--- src/rtl/cdb_arbiter_if.sv ---
// Requester-to-CDB bus bundle: per-unit result offers in, one-hot grant and
// the registered common-data-bus broadcast out.
interface cdb_arbiter_if #(
    parameter int N_REQ  = 5,
    parameter int DATA_W = 32,
    parameter int TAG_W  = 4
);
    // Handshake: requester i raises req_valid[i] with req_tag/req_data slice i
    // and holds all three stable until the cycle req_ready[i] is also high;
    // that cycle is the transfer. cdb_* shows the transferred result one cycle later.
    logic [N_REQ-1:0]        req_valid;
    logic [N_REQ*TAG_W-1:0]  req_tag;
    logic [N_REQ*DATA_W-1:0] req_data;
    logic [N_REQ-1:0]        req_ready;
    logic                    cdb_valid;
    logic [TAG_W-1:0]        cdb_tag;
    logic [DATA_W-1:0]       cdb_data;

    modport master (
        output req_valid, req_tag, req_data,
        input  req_ready, cdb_valid, cdb_tag, cdb_data
    );

    modport slave (
        input  req_valid, req_tag, req_data,
        output req_ready, cdb_valid, cdb_tag, cdb_data
    );
endinterface

--- src/rtl/cdb_arbiter.sv ---
// Round-robin arbiter for the common data bus: picks one ready functional unit
// per cycle and broadcasts its tag/result on the registered CDB.
module cdb_arbiter #(
    parameter int N_REQ  = 5,
    parameter int DATA_W = 32,
    parameter int TAG_W  = 4,
    localparam int PTR_W = (N_REQ > 1) ? $clog2(N_REQ) : 1
) (
    input  logic             clk,
    input  logic             rst,
    input  logic             flush,
    cdb_arbiter_if.slave     bus,
    output logic [PTR_W-1:0] dbg_rr_ptr
);

    logic [PTR_W-1:0]  rr_ptr;
    logic [PTR_W-1:0]  sel;
    logic              hit;
    logic              grant_ok;
    logic [N_REQ-1:0]  grant;
    logic [PTR_W-1:0]  next_ptr;
    logic              cdb_valid_q;
    logic [TAG_W-1:0]  cdb_tag_q;
    logic [DATA_W-1:0] cdb_data_q;

    // Modulo-N_REQ add; N_REQ need not be a power of two.
    function automatic logic [PTR_W-1:0] ptr_add(input logic [PTR_W-1:0] p, input int k);
        int s;
        s = int'(p) + k;
        if (s >= N_REQ) s = s - N_REQ;
        return PTR_W'(s);
    endfunction

    always_comb begin
        hit = 1'b0;
        sel = '0;
        for (int k = 0; k < N_REQ; k++) begin
            if (!hit && bus.req_valid[ptr_add(rr_ptr, k)]) begin
                hit = 1'b1;
                sel = ptr_add(rr_ptr, k);
            end
        end
    end

    // Flush and reset both veto the grant, so a grant always means a transfer.
    assign grant_ok = hit & ~flush & ~rst;
    assign grant    = grant_ok ? (N_REQ'(1) << sel) : '0;
    assign next_ptr = (sel == PTR_W'(N_REQ - 1)) ? '0 : sel + 1'b1;

    always_ff @(posedge clk or posedge rst) begin
        if (rst) begin
            rr_ptr      <= '0;
            cdb_valid_q <= 1'b0;
            cdb_tag_q   <= '0;
            cdb_data_q  <= '0;
        end else begin
            cdb_valid_q <= grant_ok;
            if (grant_ok) begin
                cdb_tag_q  <= bus.req_tag[sel*TAG_W +: TAG_W];
                cdb_data_q <= bus.req_data[sel*DATA_W +: DATA_W];
                rr_ptr     <= next_ptr;
            end
        end
    end

    assign bus.req_ready = grant;
    assign bus.cdb_valid = cdb_valid_q;
    assign bus.cdb_tag   = cdb_tag_q;
    assign bus.cdb_data  = cdb_data_q;
    assign dbg_rr_ptr    = rr_ptr;

endmodule

--- src/flat_wrapper.sv ---
// flat-port wrapper written by rule: the top's interface ports become plain ports
module cdb_arbiter_flat 
#(
    parameter int N_REQ  = 5,
    parameter int DATA_W = 32,
    parameter int TAG_W  = 4,
    localparam int PTR_W = (N_REQ > 1) ? $clog2(N_REQ) : 1
)
  (clk, rst, flush, dbg_rr_ptr, bus_req_valid, bus_req_tag, bus_req_data, bus_req_ready, bus_cdb_valid, bus_cdb_tag, bus_cdb_data);
  cdb_arbiter_if #(.N_REQ(N_REQ), .DATA_W(DATA_W), .TAG_W(TAG_W)) bus_i ();
  input  logic clk;
  input  logic rst;
  input  logic flush;
  output logic [PTR_W-1:0] dbg_rr_ptr;
  input wire logic [$bits(bus_i.req_valid)-1:0] bus_req_valid;
  input wire logic [$bits(bus_i.req_tag)-1:0] bus_req_tag;
  input wire logic [$bits(bus_i.req_data)-1:0] bus_req_data;
  output wire logic [$bits(bus_i.req_ready)-1:0] bus_req_ready;
  output wire logic [$bits(bus_i.cdb_valid)-1:0] bus_cdb_valid;
  output wire logic [$bits(bus_i.cdb_tag)-1:0] bus_cdb_tag;
  output wire logic [$bits(bus_i.cdb_data)-1:0] bus_cdb_data;
  assign bus_i.req_valid = bus_req_valid;
  assign bus_i.req_tag = bus_req_tag;
  assign bus_i.req_data = bus_req_data;
  assign bus_req_ready = bus_i.req_ready;
  assign bus_cdb_valid = bus_i.cdb_valid;
  assign bus_cdb_tag = bus_i.cdb_tag;
  assign bus_cdb_data = bus_i.cdb_data;
  cdb_arbiter #(.N_REQ(N_REQ), .DATA_W(DATA_W), .TAG_W(TAG_W)) u_core (.clk(clk), .rst(rst), .flush(flush), .bus(bus_i), .dbg_rr_ptr(dbg_rr_ptr));
endmodule
--- config.mk ---
export PLATFORM = sky130hd
export DESIGN_NAME = cdb_arbiter_flat
export DESIGN_NICKNAME = d
export VERILOG_FILES = /design/src/rtl/cdb_arbiter_if.sv /design/src/rtl/cdb_arbiter.sv /design/src/flat_wrapper.sv
export SDC_FILE = /design/constraint.sdc
export NUM_CORES = 1
export LEC_CHECK = 0
export ABC_AREA = 1
export ABC_CLOCK_PERIOD_IN_PS = 3400
export BUFFER_PORTS_ARGS = -buffer_cell sky130_fd_sc_hd__buf_2
export CAP_MARGIN = 40
export CORE_ASPECT_RATIO = 1.1
export CORE_UTILIZATION = 40
export CTS_CLUSTER_SIZE = 24
export DETAILED_ROUTE_END_ITERATION = 8
export PLACE_DENSITY = 0.74
export SLEW_MARGIN = 20
export SYNTH_ARGS = -nofsm -noshare
export SYNTH_HDL_FRONTEND = slang
export SYNTH_SLANG_ARGS = --single-unit
--- constraint.sdc ---
create_clock -name clk -period 3.4 [get_ports clk]
set_input_delay 0.68 -clock clk [delete_from_list [all_inputs] [get_ports clk]]
set_output_delay 0.68 -clock clk [all_outputs]
set_load 0.02 [all_outputs]
==> metrics <==
dominant synthesized flop cell dfrtp_1; Slew @ Worst Pin 0.755 ns; Worst Hold Class in2async; number of fillers in the final layout 1196; worst-case clock skew 0.00951 ns; Yosys top cell area share 0.378; number of I/O pins 233; post-DR wirelength/cell 14.7 um; Mapped Cells 852; total grt overflow 0; syn_nets 1050; failing checks setup timing; CTS max path bufs 2; die footprint 12100 um2; Mapped Avg Cell Area 5.49 um2; initial antenna violation count 0; top cells by count, synth nand2_1, nand3_1, nand4_1; CP Cell Sequence inv_4 -> ha_4 -> inv_2 -> fa_2 -> inv_4 -> nand2_8 -> nand2_4 -> nand3_2 -> nand3_2 -> nand2_2 -> nand2_2 -> nand2_4 -> inv_2 -> nand2_4 -> nor3_4 -> nand2_1 -> nand3_2 -> nand2_2 -> inv_2 -> ha_4 -> inv_2 -> nor2_4 -> buf_6; most common cell in the synthesized netlist nand2_1; top cells by area, synth nand2_1, dfrtp_1, nand4_1, nand3_1, inv_1; delay of the slowest critical-path stage 0.45 ns; Final GP Congestion 0.980; synth warn 0; largest net degree at the start of global routing 73; WP data required 2.72 ns; Initial Utilization 0.409; min setup slack post-route -0.364 ns; CTS Buf Count 5; CTS tree built; first-pass GRT wire length 28600 um; PortBufs 232; DRC violations left 0; Worst Setup Start Kind register; sequential area share after synthesis 0.214; mapped cell area 4670 um2; CP Max Fanout 7; Max-Cap Viols 0; CTS H-Tree Depth 2; FF+latch count, synth 40; antenna viol nets, final 0; drt via density 5.11; final cycle utilization of the critical path 1.11; GRT Resource Usage Total 0.297; number of cell rows 41; count of different cell masters after synthesis 27; area grow syn2layout 43.8%; Core ar. 11400 um2; area leader, netlist nand2_1; die width 105 um; CP max stage cell dfrtp_2; CTS clk-pin slew, worst paths 0.07 ns; CP bufs+invs 7; status finished, violations left; critical path class reg2out; DR pass1 iterations 5; Post-synth ARST share 1.00; count of final hold-check violations 0; DP Wirelength 13000 um; fmax 266 MHz; Slew HR 0.497; RSZ-0062 raised after global routing true; clk sinks 40; Slew Viols, Final 0; CP top delay family simple AND/OR/NAND/NOR gates; CP dominant cell by count inv_2; 1st-iter DRT viols 384; die height 115 um; Final min period 3.76 ns; layout cells sized above 1 0.355; Post-Route WL 18300 um; via count 6338; EDFF count, synth 0; clk_lat worst skew 0.29 ns; vias in the first global route 5816; Worst Setup End Kind output pin; nets@finish 1287; Clock Root Buffer clkbuf_16; Setup-failing EPs final 7; post-layout util 0.587; CP arrival 3.08 ns
## kinds of logic after synthesis
| kind of cell | share of synthesized area |
|---|---|
| flops | 0.214 |
| fa+ha+maj | 0.0284 |
| compound gates | 0.0166 |
| simple gates | 0.613 |
| xor+xnor | 0.00750 |
| buf+inv | 0.120 |
## worst paths after layout
kind,start,slack (ns),end,cells after the start
max,u_core.dbg_rr_ptr[0],-0.36,bus_req_ready[3],23
min,rst,0.55,u_core.bus.cdb_data[29],3
max reg2reg,u_core.dbg_rr_ptr[0],-0.03,u_core.bus.cdb_data[1],20
min reg2reg,u_core.bus.cdb_data[2],0.55,u_core.bus.cdb_data[2],4
max in group asynchronous,rst,2.45,u_core.dbg_rr_ptr[2],3
min in group clk,u_core.bus.cdb_data[2],0.55,u_core.bus.cdb_data[2],4
## worst register-to-register path, delay by kind of cell, from the launching register on
kind	cells	cell delay, ns
and+or+nand+nor	14	1.67
adders and majority gates	2	0.48
DFF	1	0.45
buffers and inverters	4	0.78
## per-stage QoR
step / instances / setup WS, ns / hold slack (ns) / TNS (ns) / cell area, um2
after detailed placement: 1227 / -0.0582 / 0.537 / -0.150 / 6300
final: 1241 / -0.364 / 0.554 / -1.51 / 6720
after global routing: 1240 / -0.518 / 0.600 / -11.09 / 6720
after CTS: 1237 / -0.260 / 0.555 / -1.19 / 6580
after floorplan: 852 / -0.0936 / 0.663 / -0.180 / 4830
after global placement: 1227 / -0.0566 / 0.535 / -0.143 / 6300
## sequential cells by signal, summed over array words and instances (netlist names)
| name | flops |
|---|---|
| u_core.bus.cdb_tag | 4 |
| u_core.bus.cdb_valid | 1 |
| u_core.bus.cdb_data | 32 |
| u_core.dbg_rr_ptr | 3 |
## placed cells by master (no fill, tap or decap), drive strengths merged
master    Yosys  layout
nor3          4       4
nor2         13      13
o21a          1       1
ha            9       9
o21ai        14      14
inv          70      71
clkbuf       26       5
diode         0       1
nand3        83      83
buf          28     284
clkinvlp      0       1
nand4        81      81
dfrtp        40      40
fa            1       1
xnor2         1       1
or2           1       1
bufinv        0       1
xor2          3       3
nand2       477     477
## timing repair
| item | CTS | global route |
|---|---|---|
| pin swaps | 5 | 12 |
| buffers inserted | 2 | 3 |
| endpoints found under the setup margin | 5 | 42 |
| resized for setup | 28 | 32 |
| hold buffers | 0 | 0 |
## layout make-up
class,instances,area (um2),area share
antenna,1,2.50,0.000372
clock inverter,3,46.3,0.00689
sequential,40,1000,0.150
tap,150,188,0.0279
inverter,70,270,0.0402
timing repair buffer,284,1640,0.245
multi-input combinational,688,3440,0.512
clock buffer,5,125,0.0186
## layer usage
metal / vias up / wire [um] / track usage
met1: 2826 / 7440 / 0.368
met5: - / 0 / 0
met3: 38 / 1150 / 0.0380
li1: 3199 / - / -
met4: 0 / 562 / 0.130
met2: 275 / 9100 / 0.521
Power is left out: the tool's default activity adds up to more than one toggle a clock period on the data nets, which glitch-free logic cannot reach.
